## config.mk

```make
export PLATFORM = sky130hd
export DESIGN_NAME = parking_cu
export DESIGN_NICKNAME = d
export VERILOG_FILES = /design/src/rtl/parking_pkg.sv /design/src/rtl/parking_clock.sv /design/src/rtl/parking_cu.sv
export SDC_FILE = /design/constraint.sdc
export NUM_CORES = 1
export LEC_CHECK = 0
export CAP_MARGIN = 40
export CORE_MARGIN = 2
export CORE_UTILIZATION = 48
export CTS_CLUSTER_SIZE = 24
export DETAILED_ROUTE_END_ITERATION = 12
export PLACE_DENSITY = 0.67
export SETUP_SLACK_MARGIN = 0.4
export SYNTH_ARGS = -nofsm -noshare
export SYNTH_HDL_FRONTEND = slang
export SYNTH_SLANG_ARGS = --single-unit
```

## constraint.sdc

```tcl
create_clock -name clk -period 15.96 [get_ports clk]
set_input_delay 1.596 -clock clk [delete_from_list [all_inputs] [get_ports clk]]
set_output_delay 1.596 -clock clk [all_outputs]
set_load 0.02 [all_outputs]
```

## src/rtl/parking_pkg.sv

```systemverilog
// parking_pkg
// Shared constants and helpers for the campus car park control unit.
// Holds the lot size, the university quota, the hour-by-hour university
// reservation steps, the start-of-day hour, and the hour width. The vacancy
// helpers are used both for the display outputs and for admission decisions.
// Ports: none (package).
package parking_pkg;

    localparam int HOUR_W = 5;

    localparam logic [31:0] TOTAL   = 32'd700;
    localparam logic [31:0] UNI_MAX = 32'd500;

    localparam logic [31:0] RESERVE_MORNING = 32'd500;
    localparam logic [31:0] RESERVE_H13     = 32'd450;
    localparam logic [31:0] RESERVE_H14     = 32'd400;
    localparam logic [31:0] RESERVE_H15     = 32'd350;
    localparam logic [31:0] RESERVE_NIGHT   = 32'd200;

    localparam logic [HOUR_W-1:0] START_HOUR     = 5'd8;
    localparam logic [HOUR_W-1:0] LAST_HOUR      = 5'd23;
    localparam logic [HOUR_W-1:0] MORNING_HOUR   = 5'd8;
    localparam logic [HOUR_W-1:0] STEP13_HOUR    = 5'd13;
    localparam logic [HOUR_W-1:0] STEP14_HOUR    = 5'd14;
    localparam logic [HOUR_W-1:0] STEP15_HOUR    = 5'd15;
    localparam logic [HOUR_W-1:0] EVENING_HOUR   = 5'd16;

    typedef enum logic [2:0] {
        BAND_NIGHT,
        BAND_MORNING,
        BAND_H13,
        BAND_H14,
        BAND_H15
    } reserveBand_e;

    // Any hour outside 8..15 (including 24, which the hour counter's
    // successor of 23 can produce) falls into the night band.
    function automatic reserveBand_e bandForHour(input logic [HOUR_W-1:0] h);
        reserveBand_e band;
        band = BAND_NIGHT;
        if (h >= MORNING_HOUR && h < STEP13_HOUR) begin
            band = BAND_MORNING;
        end else if (h == STEP13_HOUR) begin
            band = BAND_H13;
        end else if (h == STEP14_HOUR) begin
            band = BAND_H14;
        end else if (h == STEP15_HOUR) begin
            band = BAND_H15;
        end
        return band;
    endfunction

    function automatic logic [31:0] reserveForHour(input logic [HOUR_W-1:0] h);
        logic [31:0] r;
        case (bandForHour(h))
            BAND_MORNING: r = RESERVE_MORNING;
            BAND_H13:     r = RESERVE_H13;
            BAND_H14:     r = RESERVE_H14;
            BAND_H15:     r = RESERVE_H15;
            default:      r = RESERVE_NIGHT;
        endcase
        return r;
    endfunction

    // University vacancy is bounded both by the university quota and by the
    // physical spaces left in the lot; both terms are clamped at zero.
    function automatic logic [31:0] uniVacancy(input logic [31:0] uniCount,
                                               input logic [31:0] genCount);
        logic [31:0] byQuota;
        logic [31:0] byLot;
        byQuota = (uniCount < UNI_MAX) ? (UNI_MAX - uniCount) : 32'd0;
        byLot   = ((uniCount + genCount) < TOTAL) ? (TOTAL - uniCount - genCount) : 32'd0;
        return (byQuota < byLot) ? byQuota : byLot;
    endfunction

    // General cars may use whatever the university does not hold: the larger
    // of the reservation and the university cars actually parked. When the
    // limit drops below the parked count the vacancy reads zero, never wraps.
    function automatic logic [31:0] genVacancy(input logic [31:0] uniCount,
                                               input logic [31:0] genCount,
                                               input logic [31:0] reserve);
        logic [31:0] held;
        logic [31:0] limit;
        held  = (reserve > uniCount) ? reserve : uniCount;
        limit = TOTAL - held;
        return (limit > genCount) ? (limit - genCount) : 32'd0;
    endfunction

endpackage

```

## src/rtl/parking_clock.sv

```systemverilog
// parking_clock
// Time-of-day keeper for the car park: divides the system clock down to
// simulated hours and counts the hour of day, starting at 8 after reset.
// Build option PARKING_HOUR_WRAP_EN: when defined the hour wraps 23 -> 0;
// when undefined the hour stops at 23 and the cycle divider freezes.
// Ports:
//   clk        in   system clock
//   rst        in   synchronous active-high reset
//   hour       out  current hour of day
//   hour_tick  out  high in the cycle whose closing edge advances the hour
module parking_clock
    import parking_pkg::*;
#(
    parameter int HOUR_CYCLES = 1000
) (
    input  logic              clk,
    input  logic              rst,
    output logic [HOUR_W-1:0] hour,
    output logic              hour_tick
);

    localparam int CNT_W = (HOUR_CYCLES > 1) ? $clog2(HOUR_CYCLES) : 1;
    localparam logic [CNT_W-1:0] LAST_CYCLE = CNT_W'(HOUR_CYCLES - 1);

    logic [CNT_W-1:0]  cycleCount_q;
    logic [CNT_W-1:0]  cycleCount_d;
    logic [HOUR_W-1:0] hour_q;
    logic [HOUR_W-1:0] hour_d;
    logic              frozen;

    // Without wrap-around the clock parks itself at the last hour of the day,
    // so both the divider and the hour stay put from then on.
`ifdef PARKING_HOUR_WRAP_EN
    assign frozen = 1'b0;
`else
    assign frozen = (hour_q == LAST_HOUR);
`endif

    // Divider and hour next-state: the hour moves on the same edge that
    // returns the divider to zero, and hour_tick flags that cycle.
    always_comb begin
        cycleCount_d = cycleCount_q;
        hour_d       = hour_q;
        hour_tick    = 1'b0;
        if (!frozen) begin
            if (cycleCount_q == LAST_CYCLE) begin
                cycleCount_d = '0;
                hour_tick    = 1'b1;
                hour_d       = (hour_q == LAST_HOUR) ? '0 : (hour_q + 1'b1);
            end else begin
                cycleCount_d = cycleCount_q + 1'b1;
            end
        end
    end

    // State register; reset restarts the day at the opening hour.
    always_ff @(posedge clk) begin
        if (rst) begin
            cycleCount_q <= '0;
            hour_q       <= START_HOUR;
        end else begin
            cycleCount_q <= cycleCount_d;
            hour_q       <= hour_d;
        end
    end

    assign hour = hour_q;

endmodule

```

## src/rtl/parking_cu.sv

```systemverilog
// parking_cu
// Campus car park control unit. Counts university and general cars against
// the lot, applies exits before entries each cycle, and admits an entry only
// if the post-exit vacancy for its class is nonzero. The university
// reservation follows the hour of day supplied by parking_clock.
// Build option PARKING_HOUR_WRAP_EN (inside parking_clock): hour wraps 23 -> 0
// when defined, saturates at 23 otherwise; admission rules are identical.
// Ports:
//   clk, rst                 clock and synchronous active-high reset
//   car_entered              one-cycle entry request
//   is_uni_car_entered       entry is a university car
//   car_exited               one-cycle exit event
//   is_uni_car_exited        exit is a university car
//   uni_parked_car           university cars parked
//   parked_car               general cars parked
//   uni_vacated_space        spaces admissible to university cars
//   vacated_space            spaces admissible to general cars
//   hour                     current hour 0..23
//   uni_is_vacated_space     uni_vacated_space != 0
//   is_vacated_space         vacated_space != 0
module parking_cu
    import parking_pkg::*;
#(
    parameter int HOUR_CYCLES = 1000
) (
    input  logic        clk,
    input  logic        rst,
    input  logic        car_entered,
    input  logic        is_uni_car_entered,
    input  logic        car_exited,
    input  logic        is_uni_car_exited,
    output logic [31:0] uni_parked_car,
    output logic [31:0] parked_car,
    output logic [31:0] uni_vacated_space,
    output logic [31:0] vacated_space,
    output logic [4:0]  hour,
    output logic        uni_is_vacated_space,
    output logic        is_vacated_space
);

    logic [31:0] uniCount_q;
    logic [31:0] uniCount_d;
    logic [31:0] genCount_q;
    logic [31:0] genCount_d;
    logic [31:0] reserve_q;
    logic [31:0] uniAfterExit;
    logic [31:0] genAfterExit;
    logic        hourTick;

    parking_clock #(
        .HOUR_CYCLES (HOUR_CYCLES)
    ) u_clock (
        .clk       (clk),
        .rst       (rst),
        .hour      (hour),
        .hour_tick (hourTick)
    );

    // Count next-state: exits first (ignored at zero), then the entry is
    // judged against the post-exit counts so an exit frees its space for an
    // entry arriving in the same cycle.
    always_comb begin
        uniAfterExit = uniCount_q;
        genAfterExit = genCount_q;
        if (car_exited) begin
            if (is_uni_car_exited) begin
                if (uniCount_q != 32'd0) begin
                    uniAfterExit = uniCount_q - 32'd1;
                end
            end else begin
                if (genCount_q != 32'd0) begin
                    genAfterExit = genCount_q - 32'd1;
                end
            end
        end

        uniCount_d = uniAfterExit;
        genCount_d = genAfterExit;
        if (car_entered) begin
            if (is_uni_car_entered) begin
                if (uniVacancy(uniAfterExit, genAfterExit) != 32'd0) begin
                    uniCount_d = uniAfterExit + 32'd1;
                end
            end else begin
                if (genVacancy(uniAfterExit, genAfterExit, reserve_q) != 32'd0) begin
                    genCount_d = genAfterExit + 32'd1;
                end
            end
        end
    end

    // Counters plus a registered copy of the reservation. The reservation is
    // loaded for the upcoming hour on hour_tick so it changes on the same
    // edge as the hour itself; the successor of 23 is 24, which maps to the
    // night band just as hour 0 does, so no wrap handling is needed here.
    always_ff @(posedge clk) begin
        if (rst) begin
            uniCount_q <= 32'd0;
            genCount_q <= 32'd0;
            reserve_q  <= reserveForHour(START_HOUR);
        end else begin
            uniCount_q <= uniCount_d;
            genCount_q <= genCount_d;
            if (hourTick) begin
                reserve_q <= reserveForHour(hour + 1'b1);
            end
        end
    end

    assign uni_parked_car       = uniCount_q;
    assign parked_car           = genCount_q;
    assign uni_vacated_space    = uniVacancy(uniCount_q, genCount_q);
    assign vacated_space        = genVacancy(uniCount_q, genCount_q, reserve_q);
    assign uni_is_vacated_space = (uni_vacated_space != 32'd0);
    assign is_vacated_space     = (vacated_space != 32'd0);

endmodule

```

==> flow_metrics.py <==
metrics = {
    "outcome": {
        "status": "finished clean",
    },
    "timing": {
        "worst_pin_slew_ns": 0.889,
        "finalWorstSetupSlack_ns": 4.23,
        "finClkSkew_ns": 0.0113,
        "finalSetupViolCount": 0,
        "max_freq_mhz": 85.3,
        "period_share_pct": 73.5,
        "hold_violations": 0,
        "relSlewSlack_pct": 40.3,
        "setup_tns_ns": 0,
        "post-route-min-period_ns": 11.73,
        "finalMaxSlewViolations": 0,
        "rsz0062_at_grt": "false",
    },
    "worst_setup_path": {
        "slowest_delay_ns": 0.76,
        "reg2reg_depth": 37,
        "endpoint_kind": "flip-flop",
        "cp_data_arrival_time_ns": 12.03,
        "crit_top_cell": "a21oi_1",
        "critical-path-top-delay-family": "simple AND/OR/NAND/NOR gates",
        "critPathLaunchType": "primary input",
        "critPathMaxFanout": 18,
        "crit_slowest_cell": "or4_1",
        "critPathBufInv": 2,
        "critPathKind": "in2reg",
        "cp.required_ns": 16.26,
        "worst-path-stages": 33,
    },
    "place": {
        "portBuffers": 140,
        "dp_cells": 3812,
        "dp_slack_ns": 4.10,
        "dp_hpwl_um": 73100,
        "gp_congestion": 0.990,
    },
    "grt": {
        "grt_usage_pct": 36.2,
        "grt_max_degree": 37,
        "antenna_found_initial": 0,
        "grt_pass1_wl_um": 132000,
        "grt_pass1_vias": 22900,
        "gr-total-overflow": 0,
    },
    "die": {
        "io_pins": 141,
        "rows": 77,
        "initial_core_util_pct": 48.8,
        "die_area_um2": 46900,
        "dieWidth_um": 217,
        "core_area_um2": 44400,
        "die_y_um": 217,
    },
    "logic_synthesis": {
        "synthFlopType": "dfxtp_1",
        "synth-edff-count": 0,
        "yosysSeqAreaShare_pct": 8.03,
        "synth.distinct_cells": 104,
        "syn-instance-count": 3087,
        "yosysWarningCount": 0,
        "syn_avg_cell_area_um2": 7.02,
        "netlist_area_um2": 21700,
        "ys_seq_elements": 87,
        "synthArstFlopShare_pct": 0,
    },
    "finish": {
        "final-instance-count-excl-fill": 3828,
        "syn_to_final_growth_pct": 12.0,
        "final_core_utilization_pct": 54.7,
        "nNetsFinal": 3576,
        "insertedDiodeCount": 0,
        "drive_above_1_share_pct": 3.86,
    },
    "route": {
        "post_drt_wl_per_cell_um": 22.8,
        "drt-total-wl_um": 87200,
        "first_iter_violations": 2465,
        "drc": 0,
        "vias": 23900,
        "routed_via_density": 6.24,
        "ant_nets": 0,
        "dr.pass1.iters": 6,
    },
    "clock_tree": {
        "cts-root-buf": "clkbuf_16",
        "h-tree-depth": 3,
        "numCtsBuffers": 9,
        "postCtsResizedCells": 0,
        "clock_latency_ns": 0.37,
        "cts_buffer_depth": 2,
        "path_clk_slew_ns": 0.07,
        "post-cts-setup-buffers": 0,
        "cts_tree": "yes",
        "cts_hold_buf": 0,
        "cts_sinks": 87,
    },
    "flow_run": {
        "cap_violations": 0,
    },
    "worst_hold_path": {
        "holdPathStages": 2,
        "holdCritPathClass": "reg2reg",
    },
}
-- tightest hold or removal path, delay by kind of cell (launching register included) --
family             cells  cell delay, ns
AOI/OAI and AO/OA      2            0.13
DFF                    1            0.32
-- worst paths after layout --
kind | slack, ns | end | start
worst max register to register | 5.08 | parked_car[27] | uni_parked_car[2]
worst min register to register | 0.50 | u_clock.cycleCount_q[9] | u_clock.cycleCount_q[9]
worst max-delay path | 4.23 | parked_car[27] | car_exited
worst min-delay path | 0.50 | u_clock.cycleCount_q[9] | u_clock.cycleCount_q[9]
-- layout make-up --
cell class	count	area (um^2)
well taps	592	741
flip-flops and latches	87	1740
repair buffers	180	1750
fillers	4445	20100
clock inverters	4	53.8
multi-input cells	2707	18800
clock buffers	12	256
inverters	246	925
-- through the flow --
stage,cell area [um^2],hold slack [ns]
floorplan,21800,0.458
global placement,23800,0.472
detailed placement,24000,0.488
CTS,24300,0.499
global route,24300,0.534
finish,24300,0.497
-- metal layers --
metal	GRT usage [%]	vias up	wire, um
met5	0	-	0
met1	45.9	11200	36700
met4	18.9	0	4940
met2	61.2	989	40200
li1	-	11500	-
met3	2.92	199	5320
-- cell usage in the layout, fill, tap and decap left out, drive strengths merged, types with 40 or more instances in the layout --
cell type,count
dfxtp,87
ha,333
buf,40
inv,242
o21ai,168
a21oi,223
nor3,146
nand3,98
conb,46
xnor2,231
and3,48
o21a,42
xor2,56
a21o,113
nor4,54
nor2,284
nand2,256
clkdlybuf4s50,139
nand4,80
-- synthesized netlist by cell type (16+ instances only) --
master | instances | area (um^2)
and3_1 | 48 | 300
mux2i_1 | 25 | 250
xnor2_1 | 230 | 2010
clkbuf_1 | 69 | 259
inv_1 | 241 | 905
dfxtp_1 | 87 | 1740
o31ai_1 | 19 | 143
and2_1 | 29 | 181
a31oi_1 | 33 | 206
nor3_1 | 139 | 696
or3_1 | 35 | 219
xor2_1 | 56 | 490
nor2b_1 | 32 | 200
o21a_1 | 42 | 315
a21oi_1 | 223 | 1120
o211ai_1 | 16 | 120
nand2_1 | 256 | 961
nand2b_1 | 33 | 206
or4_1 | 21 | 158
o21ai_0 | 163 | 816
o21bai_1 | 26 | 195
ha_1 | 333 | 4170
nor2_1 | 284 | 1070
a211oi_1 | 29 | 218
nor4_1 | 45 | 282
nand3_1 | 96 | 480
nand4_1 | 80 | 500
a21o_1 | 113 | 848
and4_1 | 17 | 149
-- flip-flops by register name, summed over array words and instances (netlist names) --
signal	cells
reserve_q	8
uni_parked_car	32
u_clock.hour	5
u_clock.cycleCount_q	10
parked_car	32
-- logic make-up after synthesis --
kind of cell | count (synthesis) | share of synthesized area, %
xor gates and xnor gates | 288 | 11.7
buffers and inverters | 338 | 6.03
other | 1 | 0.0173
and+or+nand+nor | 1193 | 28.3
adders and majority gates | 344 | 20.0
muxes | 31 | 1.47
DFF | 87 | 8.03
AOI/OAI and AO/OA | 805 | 24.4
Power is not shown: default switching activity piles up to over one toggle a cycle in this logic, so the estimate is an artifact.
